===== src/rtl/mult_seq.sv =====
// Iterative radix-2 shift-add multiplier, signed or unsigned N x N -> 2N product.
// Latency: done pulses N+1 cycles after the accepted start; issue interval N+2 cycles.
// Backpressure: start is only sampled in IDLE; requests while busy are dropped.
module mult_seq #(
  parameter int N = 9
) (
  input  logic           clk,
  input  logic           rst_n,
  input  logic           start,
  input  logic           is_signed,
  input  logic [N-1:0]   x1,
  input  logic [N-1:0]   x2,
  output logic           busy,
  output logic           done,
  output logic [2*N-1:0] y
);

  localparam int CW = $clog2(N + 1);

  typedef enum logic [1:0] {
    IDLE = 2'd0,
    CALC = 2'd1,
    FIN  = 2'd2
  } state_t;

  state_t           state_q, state_d;
  logic [CW-1:0]    cnt_q, cnt_d;
  logic [2*N:0]     acc_q, acc_d;     // extra top bit catches the add carry before the shift
  logic [N-1:0]     mcand_q, mcand_d; // multiplicand magnitude
  logic [N-1:0]     mplr_q, mplr_d;   // multiplier magnitude, consumed LSB first
  logic             neg_q, neg_d;
  logic             busy_q, busy_d;
  logic             done_q, done_d;
  logic [2*N-1:0]   y_q, y_d;

  logic [N-1:0]     x1_mag, x2_mag;
  logic [N:0]       sum;
  logic [2*N:0]     acc_sum;

  // Operand magnitudes; -2^(N-1) negates to 2^(N-1), which still fits in N unsigned bits.
  always_comb begin
    x1_mag = (is_signed && x1[N-1]) ? (~x1 + 1'b1) : x1;
    x2_mag = (is_signed && x2[N-1]) ? (~x2 + 1'b1) : x2;
  end

  // One shift-add step: conditionally add the multiplicand into the upper half, then shift right.
  always_comb begin
    sum     = acc_q[2*N:N] + {1'b0, (mplr_q[0] ? mcand_q : {N{1'b0}})};
    acc_sum = {sum, acc_q[N-1:0]} >> 1;
  end

  // Next-state and datapath control.
  always_comb begin
    state_d = state_q;
    cnt_d   = cnt_q;
    acc_d   = acc_q;
    mcand_d = mcand_q;
    mplr_d  = mplr_q;
    neg_d   = neg_q;
    done_d  = 1'b0;
    y_d     = y_q;
    case (state_q)
      IDLE: begin
        if (start) begin
          mcand_d = x1_mag;
          mplr_d  = x2_mag;
          neg_d   = is_signed & (x1[N-1] ^ x2[N-1]);
          acc_d   = '0;
          cnt_d   = '0;
          state_d = CALC;
        end
      end
      CALC: begin
        acc_d  = acc_sum;
        mplr_d = mplr_q >> 1;
        cnt_d  = cnt_q + 1'b1;
        if (cnt_q == CW'(N - 1)) begin
          state_d = FIN;
        end
      end
      FIN: begin
        y_d     = neg_q ? (~acc_q[2*N-1:0] + 1'b1) : acc_q[2*N-1:0];
        done_d  = 1'b1;
        state_d = IDLE;
      end
      default: state_d = IDLE;
    endcase
    // busy stays up through the done cycle so it covers CALC and FIN as seen by the consumer.
    busy_d = (state_d != IDLE) || (state_q == FIN);
  end

  // State and datapath registers.
  always_ff @(posedge clk or negedge rst_n) begin
    if (!rst_n) begin
      state_q <= IDLE;
      cnt_q   <= '0;
      acc_q   <= '0;
      mcand_q <= '0;
      mplr_q  <= '0;
      neg_q   <= 1'b0;
      busy_q  <= 1'b0;
      done_q  <= 1'b0;
      y_q     <= '0;
    end else begin
      state_q <= state_d;
      cnt_q   <= cnt_d;
      acc_q   <= acc_d;
      mcand_q <= mcand_d;
      mplr_q  <= mplr_d;
      neg_q   <= neg_d;
      busy_q  <= busy_d;
      done_q  <= done_d;
      y_q     <= y_d;
    end
  end

  assign busy = busy_q;
  assign done = done_q;
  assign y    = y_q;

endmodule


===== config.mk =====
export PLATFORM = sky130hd
export DESIGN_NAME = mult_seq
export DESIGN_NICKNAME = d
export VERILOG_FILES = /design/src/rtl/mult_seq.sv
export SDC_FILE = /design/constraint.sdc
export NUM_CORES = 1
export LEC_CHECK = 0
export ABC_AREA = 1
export BUFFER_PORTS_ARGS = -buffer_cell sky130_fd_sc_hd__buf_4
export CAP_MARGIN = 20
export CELL_PAD_IN_SITES_DETAIL_PLACEMENT = 1
export CELL_PAD_IN_SITES_GLOBAL_PLACEMENT = 1
export CORE_MARGIN = 2
export CORE_UTILIZATION = 46
export CTS_CLUSTER_DIAMETER = 30
export DETAILED_ROUTE_END_ITERATION = 10
export PLACE_DENSITY = 0.88
export SYNTH_ARGS = -nofsm -noshare
export SYNTH_HDL_FRONTEND = slang
export SYNTH_SLANG_ARGS = --single-unit

===== constraint.sdc =====
create_clock -name clk -period 3.7 [get_ports clk]
set_input_delay 0.925 -clock clk [delete_from_list [all_inputs] [get_ports clk]]
set_output_delay 0.925 -clock clk [all_outputs]
set_load 0.02 [all_outputs]

======== Word-level counts from Yosys, hierarchy flattened ========
Index checks and enable logic that the tools add are counted.
operators by class
  reduce and logical (&&, ||, !) cells .... 8
  equality and inequality tests ........... 4
  $add $sub $neg .......................... 5
  bitwise operators ....................... 5
  mux-type cells .......................... 14
operators by type and width
  kind                                                             count
  19-bit case mux with 2 select lines                              1
  9-bit two-way mux                                                4
  19-bit two-way mux                                               1
  18-bit by 1-bit adder with 18-bit output, second input constant  1
  9-bit by 1-bit adder with 9-bit output, second input constant    2
  18-bit two-way mux                                               1
  18-bit NOT                                                       1
  9-bit NOT                                                        2
  9-bit case mux with 2 select lines                               1
  10-bit by 9-bit adder with 10-bit output                         1
  4-bit case mux with 2 select lines                               1
  4-bit by 1-bit adder with 4-bit output, second input constant    1
  4-bit == test, second input constant                             1
  2-bit two-way mux                                                2
  4-bit two-way mux                                                1
  2-bit case mux with 2 select lines                               1
  2-bit AND reduction                                              2
  2-bit nonzero test                                               2
  2-bit by 1-bit == test with 1-bit output, second input constant  1
  2-bit == test, second input constant                             1
  1-bit logical AND                                                2
  2-bit zero test                                                  1
  2-bit != test, second input constant                             1
  1-bit AND                                                        1
  3 further kinds                                                  3
word-level totals
  flip-flop bits (word level) ............. 64
  output and inout bits ................... 20
  logic and storage cells ................. 45
  input port bits ......................... 22

======== Longest topological paths before layout ========
  word-level depth ........................ 5
  depth in mapped cells ................... 14
  mapped depth without buffers ............ 13

======== Least setup slack after synthesis ========
Ideal clock, no wire load.
  kind .................................... flip-flop to flip-flop
  from .................................... register mplr_q[0]
  to ...................................... register acc_q[16]
  cell stages (with the launch flop) ...... 13
  library setup time ...................... 0.122 ns
  buffers on the path ..................... 1
  period minus slack after synthesis ...... 1.872 ns
  required time ........................... 3.578 ns
  arrival time ............................ 1.749 ns
  slack ................................... 1.828 ns
  cell sequence ........................... dfrtp_1 > clkbuf_1 > nand2_1 > inv_1 > ha_1 > inv_1 > fa_1 > inv_1 > nand3_1 > nand2_1 > nand3_1 > a21oi_1 > o21ai_1
between the ends
  word-level cells in the longest chain between the ends .. 3
RTL lines
  what                                      RTL line  source
  start: declaration                        30        logic [N-1:0] mplr_q, mplr_d;
  start signal: assignment                  109       mplr_q <= mplr_d;
  9-bit two-way mux                         48        sum = acc_q[2*N:N] + {1'b0, (mplr_q[0] ? mcand_q : {N{1'b0}})};
  10-bit by 9-bit adder with 10-bit output  48
  19-bit case mux with 2 select lines       62        case (state_q)
  end signal: assignment                    97        acc_q <= '0;
  end signal: assignment                    107       acc_q <= acc_d;
  end: declaration                          28        logic [2*N:0] acc_q, acc_d;
No other way between the ends.
A chain may end at the register's enable or synchronous reset.

======== Final worst setup path ========
Ends and elaborated chain as after synthesis.

==> reports/results.ini <==
[status]
status = completed

[setup_path]
worstPathMaxFanout = 10
critPathKind = flip-flop to flip-flop
endpoint_kind = flip-flop
arrival_ps = 2340
worst_setup_path_start_kind = flip-flop
critPathRequiredTime_ps = 3930

[place]
hpwl_microns = 6530
gp_congestion = 0.837
dpl-instance-area_sq_um = 4000
numPortBuffers = 41
place_ws_ps = 1330

[power_and_ir_drop]
ir_drop_uv = 283
p_seq_share_pct = 34.6
switchingPower_mw = 1.61
power.leakage_nw = 2.20
swShare_pct = 44.8
p_int_mw = 1.98
powerDensity_nw_per_um2 = 850
combPwrFrac_pct = 47.7
clkPwrFrac_pct = 17.7

[synthesis]
yosysUniqueCellTypes = 33
syn_area_sq_um = 3630
yosysSeqAreaShare_pct = 43.4
yosys-mux-area-fraction_pct = 0
synth_nets = 510
syn_avg_cell_area_sq_um = 7.68
ys_seq_elements = 63
synth_adder_area_share_pct = 5.37
synth_warnings = 0
synth_xor_area_share_pct = 3.86
synth_top_family_by_area = simple AND/OR/NAND/NOR gates
yosys.area_share.simple_pct = 26.0
synth_compound_gate_area_share_pct = 13.2
synthCells = 473

[die]
die_w_microns = 92.9
top_level_ports = 42
die_y_microns = 92.9
initial_core_util_pct = 47.2
dieArea_sq_um = 8620
num_rows = 32
core-area_sq_um = 7690

[hold_path]
hold_class = flip-flop to flip-flop

[layout]
syn2layout_area_growth_pct = 16.0
fin_nets = 551
num_antenna_cells = 0
drive_gt1_share_pct = 14.6
stdcell_area_sq_um = 4210

[timing]
rsz0062_at_grt = false
max_slew.worst_pin.slew_ps = 782
fin_ws_ps = 1590
drv_slew = 0
fmax_ghz = 0.474
slew_headroom_pct = 47.8
fin_crit_sh_pct = 57.0
hold_violations = 0
setup_tns_ps = 0
min_period_ps = 2110
setup_viol = 0
clock_skew_ps = 8.00

[grt]
grt_pass1_wl_microns = 16600
grt_usage_pct = 24.1
first_global_vias = 3581
grt_max_degree = 64
antenna_found_initial = 0
overflow = 0

[clock_network]
postCtsHoldBufs = 0
clk_pin_slew_ps = 70
h-tree-depth = 3
cts_root_buf = clkbuf_8
cts.sinks = 63
max-clock-path-buffers = 2
clk_latency_ps = 350
ctsResizeCount = 0
cts_made_buffers = 9
cts_setup_buffers = 0
cts_tree = yes

[routing]
drc = 0
vias_per_cell = 5.30
wl_per_cell_microns = 14.8
vias = 3293
ant_nets = 0
firstDrtPassIters = 4
routed_wl_microns = 9180
drt_iter0_markers = 104

[job]
maxCapViolCount = 0

-- worst max-delay path, cell delays in order (launching register included) --
cell     delay, ps
dfrtp_1        520
nand2_1         80
inv_1           70
ha_1           160
inv_1           50
fa_1           410
inv_1          100
nand3_1         70
nand2_1        140
nand3_1        120
a21oi_1        190
o21ai_1         90
-- sequential cells by signal, summed over array words and instances (netlist names) --
signal,count
acc_q,18
busy,1
cnt_q,4
done,1
mcand_q,9
mplr_q,9
neg_q,1
state_q,2
y,18
-- final timing paths --
kind / startpoint / end / slack, ps / cells after the start
worst max-delay path: mplr_q[0] / acc_q[16] / 1590 / 11
worst min-delay path: y[14] / y[14] / 480 / 2
worst max register to register: mplr_q[0] / acc_q[16] / 1590 / 11
worst min register to register: y[14] / y[14] / 480 / 2
max in group asynchronous: rst_n / acc_q[10] / 2520 / 1
min in group asynchronous: rst_n / y[1] / 650 / 1
-- kinds of logic after synthesis --
logic type,count (synthesis)
fa+ha+maj,15
buf+inv,72
flops,63
simple gates,225
compound gates,82
xor+xnor,16
-- cells in the final DEF, fill, tap and decap left out, drive strengths merged, types with 13 or more instances in the layout --
| cell | n |
|---|---|
| xor2 | 13 |
| a21oi | 13 |
| nand3 | 41 |
| dfrtp | 63 |
| ha | 14 |
| clkbuf | 13 |
| buf | 42 |
| nor2 | 30 |
| nand2 | 144 |
| inv | 59 |
| o22ai | 13 |
| o21ai | 45 |
-- Yosys cell counts, drive strengths merged --
| cell | instances | area share, % |
|---|---|---|
| a21o | 1 | 0.21 |
| buf | 10 | 1.8 |
| o211ai | 1 | 0.21 |
| dfrtp | 63 | 43 |
| or2 | 4 | 0.69 |
| nand4 | 4 | 0.69 |
| clkbuf | 2 | 0.21 |
| clkinv | 1 | 0.10 |
| nor2 | 30 | 3.2 |
| xor2 | 13 | 3.1 |
| xnor2 | 3 | 0.72 |
| nand2 | 144 | 15 |
| nor3 | 2 | 0.28 |
| o21ai | 45 | 6.7 |
| o21a | 2 | 0.41 |
| nand3 | 41 | 5.8 |
| a22oi | 7 | 1.6 |
| inv | 59 | 6.1 |
| o22ai | 13 | 2.2 |
| fa | 1 | 0.55 |
| ha | 14 | 4.8 |
| a21oi | 13 | 1.8 |
-- routing by layer --
metal,wire (microns),track usage [%],up-vias
met2,4720,43.9,70
li1,-,-,1619
met5,0,0,-
met4,206,9.19,0
met1,3900,28.2,1580
met3,350,4.23,24
-- power by group through the flow --
stage | Sequential (mW) | Combinational, mW | Clock [mW]
floorplan | 1.26 | 1.17 | 0
global placement | 1.23 | 1.58 | 0
detailed placement | 1.25 | 1.68 | 0
CTS | 1.24 | 1.72 | 0.645
global route | 1.28 | 1.97 | 0.679
finish | 1.24 | 1.71 | 0.635
-- cell type report --
cell class	count	area (sq um)
fillers	999	3470
multi-input cells	338	1760
flip-flops and latches	63	1580
repair buffers	42	315
inverters	60	225
clock buffers	13	169
well taps	102	128
clock inverters	3	40.0
-- stage by stage --
stage                     power (mW)  util (%)  instances  hold WS (ps)
after global placement          2.81      52.1        605           465
after CTS                       3.61      54.8        621           487
final                           3.58      54.8        621           480
after floorplan                 2.43         -        473           449
after detailed placement        2.93      52.1        605           467
after global routing            3.93      54.8        621           504
(Power assumes the default switching activity.)
